## config.mk

```make
export PLATFORM = sky130hd
export DESIGN_NAME = batamateur_sequencer
export DESIGN_NICKNAME = d
export VERILOG_FILES = /design/src/rtl/batamateur_sequencer.sv
export SDC_FILE = /design/constraint.sdc
export NUM_CORES = 1
export LEC_CHECK = 0
export CAP_MARGIN = 20
export CORE_MARGIN = 2
export CORE_UTILIZATION = 39
export CTS_CLUSTER_DIAMETER = 120
export DETAILED_ROUTE_END_ITERATION = 6
export GPL_ROUTABILITY_DRIVEN = 0
export MAX_ROUTING_LAYER = met4
export PLACE_DENSITY = 0.78
export SLEW_MARGIN = 20
export SYNTH_ARGS = -nofsm -noshare
export SYNTH_HDL_FRONTEND = slang
export SYNTH_SLANG_ARGS = --single-unit
```

## constraint.sdc

```tcl
create_clock -name CLK -period 2.3 [get_ports CLK]
set_clock_uncertainty 0.05 [all_clocks]
set_input_delay 0.46 -clock CLK [delete_from_list [all_inputs] [get_ports CLK]]
set_output_delay 0.46 -clock CLK [all_outputs]
set_load 0.05 [all_outputs]
```

## src/rtl/batamateur_sequencer.sv

```systemverilog
// batamateur_sequencer: microcode sequencer for the BatAmateur CPU.
// Fetches a 16-bit instruction and decodes it into bus strobes for the PC, MAR,
// RAM, IR, ALU and a register file of NUM_REGS entries. Outputs are a
// combinational function of state, INSTR and ALU_FLAGS.
// Optional feature: define BATAMATEUR_MEM_WAIT_EN to make every RAM-enabled
// state wait for MEM_RDY.
module batamateur_sequencer #(
  parameter int unsigned NUM_REGS = 8,
  parameter int unsigned ALU_OP_W = 5
) (
  input  logic                CLK,
  input  logic                RST,
  input  logic [15:0]         INSTR,
  input  logic [1:0]          ALU_FLAGS,
  input  logic                MEM_RDY,
  output logic                PC_INC,
  output logic                PC_RW,
  output logic                PC_EN,
  output logic                MAR_LOAD,
  output logic                MAR_EN,
  output logic                RAM_RW,
  output logic                RAM_EN,
  output logic                IR_LOAD,
  output logic                IR_EN,
  output logic [NUM_REGS-1:0] REGS_INC,
  output logic [NUM_REGS-1:0] REGS_RW,
  output logic [NUM_REGS-1:0] REGS_EN,
  output logic                ALU_EN,
  output logic [ALU_OP_W-1:0] ALU_OP,
  output logic                HALTED
);

  typedef enum logic [2:0] {
    S_T0   = 3'd0,
    S_T1   = 3'd1,
    S_T2   = 3'd2,
    S_T3   = 3'd3,
    S_T4   = 3'd4,
    S_HALT = 3'd5
  } state_e;

  localparam logic [4:0] OPC_MOV  = 5'b11111;
  localparam logic [4:0] OPC_INC  = 5'b11110;
  localparam logic [4:0] OPC_HALT = 5'b11101;

  state_e state_q, state_d;

  // One-hot register select; indices at or above NUM_REGS select nothing.
  function automatic logic [NUM_REGS-1:0] reg_oh(input logic [2:0] idx);
    logic [NUM_REGS-1:0] v;
    v = '0;
    for (int unsigned i = 0; i < NUM_REGS; i++) begin
      if (idx == 3'(i)) v[i] = 1'b1;
    end
    return v;
  endfunction

  // Instruction field decode. The 0111 register-op space takes precedence
  // over the jump decode that would otherwise also match INSTR[14]=1.
  logic       is_reg, is_mov, is_inc, is_halt, is_alu, is_jmp, is_ls;
  logic       indirect, is_store, jmp_take;
  logic [4:0] opc;
  logic [2:0] dst, src, ls_reg;

  assign opc      = INSTR[11:7];
  assign dst      = INSTR[5:3];
  assign src      = INSTR[2:0];
  assign ls_reg   = {2'b00, INSTR[12]};
  assign indirect = INSTR[15];
  assign is_store = INSTR[13];
  assign is_reg   = (INSTR[15:12] == 4'b0111);
  assign is_mov   = is_reg && (opc == OPC_MOV);
  assign is_inc   = is_reg && (opc == OPC_INC);
  assign is_halt  = is_reg && (opc == OPC_HALT);
  assign is_alu   = is_reg && !is_mov && !is_inc && !is_halt;
  assign is_jmp   = !is_reg && INSTR[14];
  assign is_ls    = !INSTR[14];

  // Branch condition, evaluated live in whichever cycle decides the jump.
  always_comb begin
    jmp_take = 1'b0;
    case (INSTR[13:12])
      2'b00:   jmp_take = 1'b1;
      2'b01:   jmp_take = ALU_FLAGS[0];
      2'b10:   jmp_take = !ALU_FLAGS[0];
      default: jmp_take = ALU_FLAGS[1];
    endcase
  end

  // State register.
  always_ff @(posedge CLK) begin
    if (RST) state_q <= S_T0;
    else     state_q <= state_d;
  end

  // Next-state and strobe decode.
  always_comb begin
    PC_INC   = 1'b0;
    PC_RW    = 1'b1;
    PC_EN    = 1'b0;
    MAR_LOAD = 1'b0;
    MAR_EN   = 1'b1;
    RAM_RW   = 1'b1;
    RAM_EN   = 1'b0;
    IR_LOAD  = 1'b0;
    IR_EN    = 1'b0;
    REGS_INC = '0;
    REGS_RW  = '1;
    REGS_EN  = '0;
    ALU_EN   = 1'b0;
    ALU_OP   = '0;
    HALTED   = 1'b0;
    state_d  = state_q;

    case (state_q)
      S_T0: begin
        PC_EN    = 1'b1;
        MAR_LOAD = 1'b1;
        state_d  = S_T1;
      end
      S_T1: begin
        RAM_EN  = 1'b1;
        IR_LOAD = 1'b1;
        IR_EN   = 1'b1;
        PC_INC  = 1'b1;
        state_d = S_T2;
      end
      S_T2: begin
        state_d = S_T0;
        if (is_mov) begin
          REGS_EN = reg_oh(src) | reg_oh(dst);
          REGS_RW = ~reg_oh(dst);
        end else if (is_inc) begin
          REGS_INC = reg_oh(dst);
          REGS_RW  = ~reg_oh(dst);
        end else if (is_halt) begin
          state_d = S_HALT;
        end else if (is_alu) begin
          if (dst != 3'd0) begin
            REGS_EN = reg_oh(dst) | reg_oh(3'd0);
            REGS_RW = ~reg_oh(3'd0);
          end
          state_d = S_T3;
        end else if (is_jmp && !indirect) begin
          if (jmp_take) begin
            IR_EN = 1'b1;
            PC_EN = 1'b1;
            PC_RW = 1'b0;
          end else begin
            PC_INC = 1'b1;
          end
        end else begin
          // Indirect jump and all load/store forms latch the operand address.
          IR_EN    = 1'b1;
          MAR_LOAD = 1'b1;
          state_d  = S_T3;
        end
      end
      S_T3: begin
        state_d = S_T0;
        if (is_alu) begin
          if (src != 3'd1) begin
            REGS_EN = reg_oh(src) | reg_oh(3'd1);
            REGS_RW = ~reg_oh(3'd1);
          end
          state_d = S_T4;
        end else if (is_jmp && indirect) begin
          if (jmp_take) begin
            RAM_EN = 1'b1;
            PC_EN  = 1'b1;
            PC_RW  = 1'b0;
          end else begin
            PC_INC = 1'b1;
          end
        end else if (is_ls && indirect) begin
          RAM_EN   = 1'b1;
          MAR_LOAD = 1'b1;
          state_d  = S_T4;
        end else if (is_ls) begin
          RAM_EN = 1'b1;
          if (is_store) begin
            REGS_EN = reg_oh(ls_reg);
            RAM_RW  = 1'b0;
          end else begin
            REGS_EN = reg_oh(ls_reg);
            REGS_RW = ~reg_oh(ls_reg);
          end
        end
      end
      S_T4: begin
        state_d = S_T0;
        if (is_alu) begin
          ALU_EN  = 1'b1;
          ALU_OP  = ALU_OP_W'(opc);
          REGS_EN = reg_oh(INSTR[6] ? 3'd0 : 3'd1);
          REGS_RW = ~REGS_EN;
        end else if (is_ls) begin
          RAM_EN = 1'b1;
          if (is_store) begin
            REGS_EN = reg_oh(ls_reg);
            RAM_RW  = 1'b0;
          end else begin
            REGS_EN = reg_oh(ls_reg);
            REGS_RW = ~reg_oh(ls_reg);
          end
        end
      end
      S_HALT: begin
        HALTED  = 1'b1;
        state_d = S_HALT;
      end
      default: state_d = S_T0;
    endcase

`ifdef BATAMATEUR_MEM_WAIT_EN
    // Hold any RAM cycle until the memory is ready; one-shots fire only once.
    if (RAM_EN && !MEM_RDY) begin
      state_d  = state_q;
      PC_INC   = 1'b0;
      REGS_INC = '0;
    end
`endif

    // Reset forces idle strobes and aborts the instruction in flight.
    if (RST) begin
      PC_INC   = 1'b0;
      PC_RW    = 1'b1;
      PC_EN    = 1'b0;
      MAR_LOAD = 1'b0;
      MAR_EN   = 1'b1;
      RAM_RW   = 1'b1;
      RAM_EN   = 1'b0;
      IR_LOAD  = 1'b0;
      IR_EN    = 1'b0;
      REGS_INC = '0;
      REGS_RW  = '1;
      REGS_EN  = '0;
      ALU_EN   = 1'b0;
      ALU_OP   = '0;
      HALTED   = 1'b0;
      state_d  = S_T0;
    end
  end

`ifndef BATAMATEUR_MEM_WAIT_EN
  // MEM_RDY has no effect without the wait feature.
  logic unused_mem_rdy;
  assign unused_mem_rdy = MEM_RDY;
`endif

endmodule
```

==> results of run 1 <==
[timing repair]
item,in CTS
pin swaps,27
endpoints found under the hold margin,0
resized for setup,93
endpoints found under the setup margin,38
buffers inserted,13
[kinds of logic after synthesis]
kind of cell | count (synthesis)
other | 1
XOR/XNOR | 1
AO/OA/AOI/OAI | 46
AND/OR/NAND/NOR | 106
multiplexers | 2
buffers and inverters | 19
flip-flops | 3
[synth_stat cells (all sizes together) (2+ instances only)]
cell type / number
nor2: 22
nand2: 14
a21oi: 13
buf: 10
nand3: 10
o21ai: 10
clkbuf: 7
nand2b: 7
nor3: 7
and3: 6
nor2b: 6
nand3b: 5
nand4: 5
nor3b: 5
o22ai: 5
and2: 4
a31oi: 3
dfxtp: 3
nand4b: 3
or3: 3
and4b: 2
inv: 2
mux2: 2
o21a: 2
o21bai: 2
or2: 2
or3b: 2
[through the flow]
| step | cell area (sq um) | TNS [ns] | util, % | hold slack (ns) |
|---|---|---|---|---|
| 3_3_place_gp | 2310 | -11.44 | 84.5 | 0.523 |
| 2_1_floorplan | 1150 | -3.54 | - | 0.594 |
| 3_5_place_dp | 2310 | -13.80 | 84.5 | 0.546 |
| 4_1_cts | 2650 | -2.66 | 97.0 | 0.625 |
==> results.ini, run 1 <==
[logic_synthesis]
synthSimpleGateAreaFrac_pct=55.2
async_flop_share_pct=0
synth_warnings=0
seq_area_frac_synth_pct=5.39
synth-adder-area-share_pct=0
synthMuxAreaShare_pct=2.02
yosysTopAreaCell=nor2_1
ys_ff_latch=3
synth_edf_count=0
synthTopCellsByArea=nor2_1 (7.4%), a21oi_1 (5.4%), dfxtp_1 (5.4%), nand2_1 (4.7%), nand3_1 (4.5%)
synth_top_area_share_pct=7.42
avgSynthCellArea_sq_um=6.26
synth_xor_area_share_pct=0.787
netlist_area_sq_um=1110
synth_ff_type=dfxtp_1
synth_fp_nets=199
synth_compound_area_share_pct=27.0
synthCells=178
synthDistinctLibCells=50
synth_top_family_by_area=simple AND/OR/NAND/NOR gates

[floorplan]
start_util_pct=40.7
fp-row-count=19
ioPinCount=61
die_w_um=57.4
fp.dieH_um=57.4

[clocking]
ctsHoldBuffers=0
cts_buffers=3
cts_root_buf=clkbuf_4
cts.path.max_buffers=2
cts.sink_count=3
cts_max_level=1

[global_route]
grt_max_degree=11

[placement]
numPortBuffers=58
dp.cells=299
dpl.hpwl_um=4310
pre_cts_ws_ns=-0.506

[status]
failing_step=global routing
outcome=stopped before the end
error_message=[ERROR DPL-0038] Utilization greater than 100%, impossible to legalize

[sta]
crit_endpoint=REGS_INC[2]
endpoint_type=top-level output

==> inputs of run 2 (changes only) <==
Settings changed: CORE_AREA set to 2 2 63 65, CORE_MARGIN 2 to unset, CORE_UTILIZATION 39 to unset, CTS_CLUSTER_DIAMETER 120 to unset, DIE_AREA set to 0 0 65 67, MAX_ROUTING_LAYER met4 to unset, PLACE_DENSITY 0.78 to unset, PLACE_DENSITY_LB_ADDON set to 0.15.
==> results.ini, run 2 <==
[critical_path]
cp_data_arrival_time_ns=1.91
path_buf_inv=6
crit_chain=buf_8 -> nor4b_4 -> nand2_2 -> buf_6 -> buf_4 -> buf_4 -> buf_4 -> o22ai_4 -> buf_6
critPathMostFrequentCell=buf_4
worst-path-max-fanout=7
crit_path_start_kind=register
r2r_slack_ns=0.82
endpoint_kind=output port
cp_top_family=buffers and inverters
crit_slowest_cell=dfxtp_4
worstPathRequired_ns=1.79
critPathKind=register to output port
cpPeakStageDelay_ns=0.34

[sta]
fin_crit_ns=2.42
finalHoldViolCount=0
relSlewSlack_pct=61.5
hold_ws_ns=0.747
finalWorstSetupSlack_ns=-0.118
fin_crit_sh_pct=105
slew_viol_final=0
fmax_ghz=0.414
worst_slew_pin_slew_ns=0.577
setup_viol=20
rsz0062_at_grt=yes

[clocking]
cts.sink_count=3  ; unchanged
clk_latency_ns=0.22
cts_root_buf=clkbuf_8
cts_max_level=1  ; unchanged
cts.clk_slew.worst_paths_ns=0.03
cts_tree=built
cts_buffers=3  ; unchanged
cts.path.max_buffers=2  ; unchanged

[routing]
num_vias=2027
dr.pass1.iters=4
post_drt_via_cell_ratio=5.76
wire_per_inst_um=18.6
finalWirelength_um=6540
drtIter0Drc=99
antenna_left=0
drcViolationCount=0

[floorplan]
fp.dieH_um=67  ; +17%
ioPinCount=61  ; unchanged
die_w_um=65  ; +13%
start_util_pct=30.9  ; -9.9 points
die-area_sq_um=4360
core_sq_um=3610
fp-row-count=22  ; +3

[finish]
drive_gt1_share_pct=64.5
largest_reg_flops=3
n_antenna_cell=0
instances_no_fill=352
top_register=state_q
fin_nets=326
mostFrequentLayoutCells=buf_4 (69), buf_12 (29), buf_6 (22)
utilization_pct=83.6
syn2layout_area_growth_pct=171
reg_top3=state_q: 3 flops
final_common_cell=buf_4

[logic_synthesis]
avgSynthCellArea_sq_um=6.26  ; unchanged
synthDistinctLibCells=50  ; unchanged
ys_top_cells_by_count=nor2_1 (22), nand2_1 (14), a21oi_1 (12)
ys_ff_latch=3  ; unchanged
seq_area_frac_synth_pct=5.39  ; unchanged
synth_ff_type=dfxtp_1
synth_top_area_share_pct=7.42  ; unchanged
synth_warnings=0  ; unchanged
synth_edf_count=0  ; unchanged
yosysTopAreaCell=nor2_1
async_flop_share_pct=0  ; unchanged
synth.most_common_cell=nor2_1
synthCells=178  ; unchanged
netlist_area_sq_um=1110  ; unchanged
synth_fp_nets=199  ; unchanged
synthTopCellsByArea=nor2_1 (7.4%), a21oi_1 (5.4%), dfxtp_1 (5.4%), nand2_1 (4.7%), nand3_1 (4.5%)

[min_path]
hold_path_class=register to register

[run]
drv_cap=0

[placement]
dpl.hpwl_um=3810  ; -12%
numPortBuffers=58  ; unchanged
dp.cells=322  ; +7.7%

[global_route]
grt-ovfl-total=0
grt_pass1_wl_um=9000
grtUsageTotal_pct=26.0
first_global_vias=1884
grt_max_degree=13
antenna_found_initial=0

[status]
outcome=finished, violations left
violations=setup timing

[pwr]
peakVddDrop_mv=0.193
leakagePower_uw=0.00118
finalPower_uw=659
powerDensity_nw_per_um2=219

run 2: cell counts after synthesis:
No cell type changed its count.
run 2: cells by family (layout without fill, tap and decap cells):
kind of cell           count (synthesis)  in the layout  synth area share [%]
flip-flops                             3              3                  5.39
AO/OA/AOI/OAI                         46             46                  27.0
other                                  1              1                 0.337
multiplexers                           2              2                  2.02
XOR/XNOR                               1              1                 0.787
AND/OR/NAND/NOR                      106            106                  55.2
buffers and inverters                 19            145                  9.33
run 2: path summary, 6_finish.rpt:
| path | startpoint | endpoint | cells after the start |
|---|---|---|---|
| setup / recovery | state_q[0] | REGS_EN[0] | 9 |
| hold / removal | state_q[2] | state_q[2] | 3 |
| setup reg to reg | state_q[0] | state_q[0] | 6 |
| hold reg to reg | state_q[2] | state_q[2] | 3 |
run 2: final cells by class:
| cell class | count | area (sq um) |
|---|---|---|
| Clock buffer | 4 | 45.0 |
| Multi-Input combinational cell | 156 | 1300 |
| Fill cell | 209 | 593 |
| Tap cell | 48 | 60.1 |
| Timing Repair Buffer | 139 | 1530 |
| Inverter | 2 | 7.51 |
| Sequential cell | 3 | 71.3 |
run 2: routing by layer:
layer / wire length, um / track usage [%]
met5: 0 / 0
met3: 383 / 1.52
met2: 3320 / 48.1
met4: 278 / 10.9
met1: 2560 / 30.8
run 2: power breakdown:
part / total, uW / internal (uW) / switching (uW)
sequential: 59.5 / 55.9 / 3.59
clock: 153 / 118 / 34.7
combinational: 446 / 217 / 229
run 2: metrics by stage:
step	setup slack, ns	TNS (ns)	instance area, sq um
detailed placement	-0.464	-12.22	2380
CTS	-0.163	-1.79	2690
global placement	-0.432	-11.49	2380
finish	-0.118	-1.41	3010
floorplan	-0.304	-3.54	1150
global route	-0.177	-2.27	3010
run 2: worst min-delay path, cell delays in order (launching register included):
cell and delay, ns:
dfxtp_4 0.34, buf_6 0.11, buf_6 0.15, o31a_1 0.15
run 2: what timing repair did:
item | CTS | global route
hold buffers | 0 | 0
pin swaps | 25 | 19
setup buffers | 11 | 16
setup endpoints to repair | 37 | 33
resized for setup | 79 | 67
Note: power is estimated with default switching activity, not from simulation.
==> inputs of run 3 (changes only) <==
Settings changed: REMOVE_ABC_BUFFERS set to 1.
==> results.ini, run 3 (synthesis results as in run 2) <==
[finish]
n_fill_cell=229  ; +9.6%
n_antenna_cell=0  ; unchanged
fin_nets=318  ; -2.5%
final_common_cell=buf_4
reg_top3=state_q: 3 flops
utilization_pct=78.4  ; -5.1 points
drive_gt1_share_pct=61.5  ; -3.0 points
top_register=state_q
syn2layout_area_growth_pct=154
largest_reg_flops=3  ; unchanged
mostFrequentLayoutCells=buf_4 (61), buf_12 (28), buf_6 (22)

[floorplan]
start_util_pct=30.9  ; unchanged
ioPinCount=61  ; unchanged
die-area_sq_um=4360  ; unchanged
fp-row-count=22  ; unchanged
fp.dieH_um=67  ; unchanged
die_w_um=65  ; unchanged
core_sq_um=3610  ; unchanged

[clocking]
cts_buffers=3  ; unchanged
cts_root_buf=clkbuf_8
cts.sink_count=3  ; unchanged
cts_tree=built
cts_max_level=1  ; unchanged
clk_latency_ns=0.22  ; about the same
cts.clk_slew.worst_paths_ns=0.03  ; about the same
ctsHoldBuffers=0  ; unchanged
cts.path.max_buffers=2  ; unchanged

[min_path]
hold_path_class=register to register
hold_end=state_q[1]
min-delay-start=state_q[1]
whs_path_depth=3  ; unchanged

[sta]
slew_viol_final=0  ; unchanged
fin_crit_sh_pct=109  ; +4.1 points
finalWorstSetupSlack_ns=-0.213  ; -0.0948 ns
finalHoldViolCount=0  ; unchanged
rsz0062_at_grt=yes
fin_crit_ns=2.51  ; +0.0948 ns
setup_viol=17  ; -15%
hold_ws_ns=0.603  ; -0.144 ns
fmax_ghz=0.398  ; -3.8%

[routing]
antenna_left=0  ; unchanged
dr.pass1.iters=5  ; +1
wire_per_inst_um=15.6  ; -16%
num_vias=1889  ; -6.8%
finalWirelength_um=5350  ; -18%
drtIter0Drc=168  ; +70%
drcViolationCount=0  ; unchanged
post_drt_via_cell_ratio=5.49  ; -4.6%

[global_route]
grt_pass1_wl_um=8250  ; -8.4%
antenna_found_initial=0  ; unchanged
grtUsageTotal_pct=23.7  ; -2.3 points
grt-ovfl-total=0  ; unchanged
first_global_vias=1772  ; -5.9%
grt_max_degree=16  ; +3

[critical_path]
critPathKind=register to output port
worst-path-max-fanout=7  ; unchanged
cp_data_arrival_time_ns=2.00  ; +0.09 ns
worstPathRequired_ns=1.79  ; about the same
reg2reg_depth=7  ; +1
crit_path_start_kind=register
reg2reg_from=state_q[2]
endpoint_kind=output port
r2r-end=state_q[2]
r2r_slack_ns=0.82  ; about the same

[placement]
numPortBuffers=58  ; unchanged
dpl.hpwl_um=3720  ; -2.4%

[pwr]
leakagePower_uw=0.00112  ; -5.2%
powerDensity_nw_per_um2=219  ; about the same
peakVddDrop_mv=0.176  ; -8.6%

[run]
drv_cap=0  ; unchanged

[status]
outcome=finished, violations left
violations=setup timing

==> run 3: cell count changes in the layout (fill, tap and decap cells not counted), sizes merged <==
cell / previous run / this run
buf: 124 / 117
clkdlybuf4s15: 1 / 0
==> run 3: worst max-delay path by stage <==
| stage | from | to | slack [ns] | cells after the start |
|---|---|---|---|---|
| after detailed placement | INSTR[15] | REGS_EN[2] | -0.57 | 6 |
| after global placement | INSTR[14] | REGS_EN[2] | -0.54 | 6 |
| after floorplan | INSTR[15] | REGS_EN[6] | -0.63 | 4 |
| final | state_q[0] | REGS_EN[1] | -0.21 | 5 |
| after global routing | state_q[0] | REGS_EN[1] | -0.26 | 5 |
| after CTS | state_q[0] | REGS_EN[1] | -0.19 | 5 |
==> run 3: area by class of cell <==
cell class              instances  area (sq um)  area share, %
well taps                      48          60.1           2.12
flip-flops and latches          3          68.8           2.43
inverters                       2          7.51          0.265
clock buffers                   4          45.0           1.59
multi-input cells             156          1220           43.3
repair buffers                131          1420           50.3
==> run 3: metrics by stage <==
step / cells / setup TNS (ns) / area (sq um) / total power [uW] / worst slack [ns]
after floorplan: 161 / -5.01 / 1020 / 205 / -0.633
after global placement: 327 / -13.63 / 2360 / 400 / -0.535
after detailed placement: 327 / -14.23 / 2360 / 402 / -0.574
after CTS: 336 / -1.98 / 2630 / 585 / -0.188
after global routing: 344 / -3.52 / 2830 / 651 / -0.256
final: 344 / -2.46 / 2830 / 619 / -0.213
==> run 3: metal layers <==
| metal | wire [um] | global-route usage [%] | vias to the layer above |
|---|---|---|---|
| met2 | 2810 | 43.8 | 78 |
| met3 | 256 | 1.69 | 6 |
| li1 | - | - | 895 |
| met1 | 2240 | 29.7 | 910 |
| met4 | 45 | 5.32 | 0 |
| met5 | 0 | 0 | - |
==> run 3: power breakdown <==
group / total (uW) / internal [uW] / switching [uW]
Sequential: 59.8 / 56.2 / 3.62
Clock: 154 / 118 / 35.2
Combinational: 405 / 195 / 210
==> run 3: repair_timing <==
item / CTS / global route
pin swaps: 24 / 9
endpoints found under the hold margin: 0 / 0
resized for setup: 90 / 50
setup buffers: 5 / 8
endpoints found under the setup margin: 37 / 36
==> run 3: worst max-delay path, cell delays in order (launching register included) <==
cell and delay [ns]:
dfxtp_4 0.34, or3b_4 0.41, a2111o_1 0.53, a21oi_2 0.17, a221o_1 0.19, buf_12 0.15
==> inputs of run 4 (changes only) <==
Settings changed: CTS_BUF_LIST set to sky130_fd_sc_hd__clkbuf_2.
==> results.ini, run 4 (synthesis results as in run 2) <==
[status]
outcome=finished, violations left
violations=setup timing

[global_route]
grtUsageTotal_pct=23.5  ; -0.22 points
first_global_vias=1776  ; +0.23%
grt_pass1_wl_um=8160  ; -1.0%
antenna_found_initial=0  ; unchanged
grt-ovfl-total=0  ; unchanged
grt_max_degree=16  ; unchanged

[finish]
fin_area_sq_um=2760  ; -2.5%
multi_input_area_sq_um=1200  ; -1.8%
fin_nets=317  ; -0.31%
n_fill_cell=244  ; +6.6%
n_antenna_cell=0  ; unchanged
mostFrequentLayoutCells=buf_4 (65), buf_12 (28), buf_6 (19)
utilization_pct=76.4  ; -2.0 points
final_common_cell=buf_4
seq_area_sq_um=68.8  ; unchanged
top_register=state_q
largest_reg_flops=3  ; unchanged
drive_gt1_share_pct=61.4  ; -0.13 points
reg_top3=state_q: 3 flops
syn2layout_area_growth_pct=148

[critical_path]
critPathKind=input port to output port
worst-path-max-fanout=7  ; unchanged
crit_path_start_kind=input port
cp_data_arrival_time_ns=1.94  ; -0.06 ns
worstPathRequired_ns=1.79  ; about the same
endpoint_kind=output port
r2r_slack_ns=0.87  ; +0.05 ns
reg2reg_depth=7  ; unchanged
reg2reg_from=state_q[2]
path_buf_inv=3  ; +2
crit_chain=buf_2 -> buf_4 -> xor2_1 -> a2111o_1 -> a21oi_2 -> a221o_1 -> buf_12
r2r-end=state_q[2]
cpPeakStageDelay_ns=0.55  ; +0.02 ns
crit_cells=7  ; +2
crit_slowest_cell=a2111o_1
cp_top_family=compound AO/OA/AOI/OAI gates

[pwr]
p_int_uw=295  ; -20%
clockPowerShare_pct=13.8  ; -11 points
peakVddDrop_mv=0.159  ; -9.7%
finalPower_uw=531  ; -14%
leakagePower_uw=0.00109  ; -2.6%
seq_power_share_pct=11.3  ; +1.6 points
power.share.combinational_pct=74.9  ; +9.4 points
powerDensity_nw_per_um2=193  ; -12%
p_sw_uw=235  ; -5.5%
netSwitchingFraction_pct=44.3  ; +4.1 points

[routing]
drtIter0Drc=182  ; +8.3%
wire_per_inst_um=15.2  ; -2.0%
num_vias=1871  ; -0.95%
post_drt_via_cell_ratio=5.45  ; -0.66%
dr.pass1.iters=4  ; -1
antenna_left=0  ; unchanged
drcViolationCount=0  ; unchanged
finalWirelength_um=5230  ; -2.3%

[floorplan]
fp.dieH_um=67  ; unchanged
core_sq_um=3610  ; unchanged
die_w_um=65  ; unchanged
fp-row-count=22  ; unchanged
start_util_pct=30.9  ; unchanged
ioPinCount=61  ; unchanged
die-area_sq_um=4360  ; unchanged

[clocking]
cts_root_buf=clkbuf_2
cts.path.max_buffers=2  ; unchanged
cts.sink_count=3  ; unchanged
cts_tree=built
cts_buffers=3  ; unchanged
cts.clk_slew.worst_paths_ns=0.04  ; about the same
cts_max_level=1  ; unchanged
clk_latency_ns=0.20  ; -0.02 ns
ctsHoldBuffers=0  ; unchanged

[min_path]
hold_end=state_q[1]
hold_path_class=register to register
min-delay-start=state_q[1]
whs_path_depth=3  ; unchanged

[placement]
dpl.hpwl_um=3720  ; unchanged
numPortBuffers=58  ; unchanged
place_area_sq_um=2360  ; unchanged
pre_cts_ws_ns=-0.574  ; unchanged

[sta]
finalSetupTns_ns=-0.955  ; +1.50 ns
finalHoldViolCount=0  ; unchanged
setup_viol=18  ; +1
slew_viol_final=0  ; unchanged
fin_crit_ns=2.45  ; -0.0590 ns
fin_crit_sh_pct=107  ; -2.6 points
fmax_ghz=0.408  ; +2.4%
finalWorstSetupSlack_ns=-0.154  ; +0.0590 ns
rsz0062_at_grt=yes

[run]
drv_cap=0  ; unchanged

run 4: repair_timing:
action                                  in CTS  in global routing
pin swaps                                   24                 15
endpoints found under the setup margin      37                 36
resized for setup                           88                 44
setup buffers                                6                  6
cloned                                       0                  0
run 4: layer usage:
layer,global-route usage [%],vias up,routed length [um]
met1,29.1,888,2160
met2,43.7,84,2750
li1,-,895,-
met3,1.69,4,280
met4,5.59,0,35
met5,0,-,0
run 4: tightest hold or removal path, delay by kind of cell (launching register included):
kind                   cells  cell delay [ns]
buffers and inverters      1             0.14
flip-flops                 1             0.33
AO/OA/AOI/OAI              1             0.07
AND/OR/NAND/NOR            1             0.09
run 4: metrics by stage:
step / instances / hold WS (ns)
after detailed placement: 327 / 0.628
after global placement: 327 / 0.619
after global routing: 343 / 0.633
final: 343 / 0.612
after CTS: 337 / 0.598
after floorplan: 161 / 0.543
run 4: worst max path at each step:
stage                     startpoint         end  slack, ns
after detailed placement   INSTR[15]  REGS_EN[2]      -0.57
after global routing      state_q[0]  REGS_EN[1]      -0.21
after CTS                 state_q[0]  REGS_EN[1]      -0.19
final                       INSTR[7]  REGS_EN[1]      -0.15
after global placement     INSTR[14]  REGS_EN[2]      -0.54
after floorplan            INSTR[15]  REGS_EN[6]      -0.63
run 4: cell type report:
class                      instances  share of cell area, %
inverter                           2                  0.272
multi-input combinational        156                   43.6
timing repair buffer             130                   50.7
tap                               48                   2.18
sequential                         3                   2.50
clock buffer                       4                  0.726
run 4: power groups by stage:
stage | clock network [uW] | logic, uW | registers [uW]
final | 73.1 | 398 | 60.2
after global routing | 82.9 | 421 | 60.7
after CTS | 79.6 | 370 | 59.8
after detailed placement | 0 | 340 | 62.0
after global placement | 0 | 338 | 61.7
after floorplan | 0 | 138 | 67.3
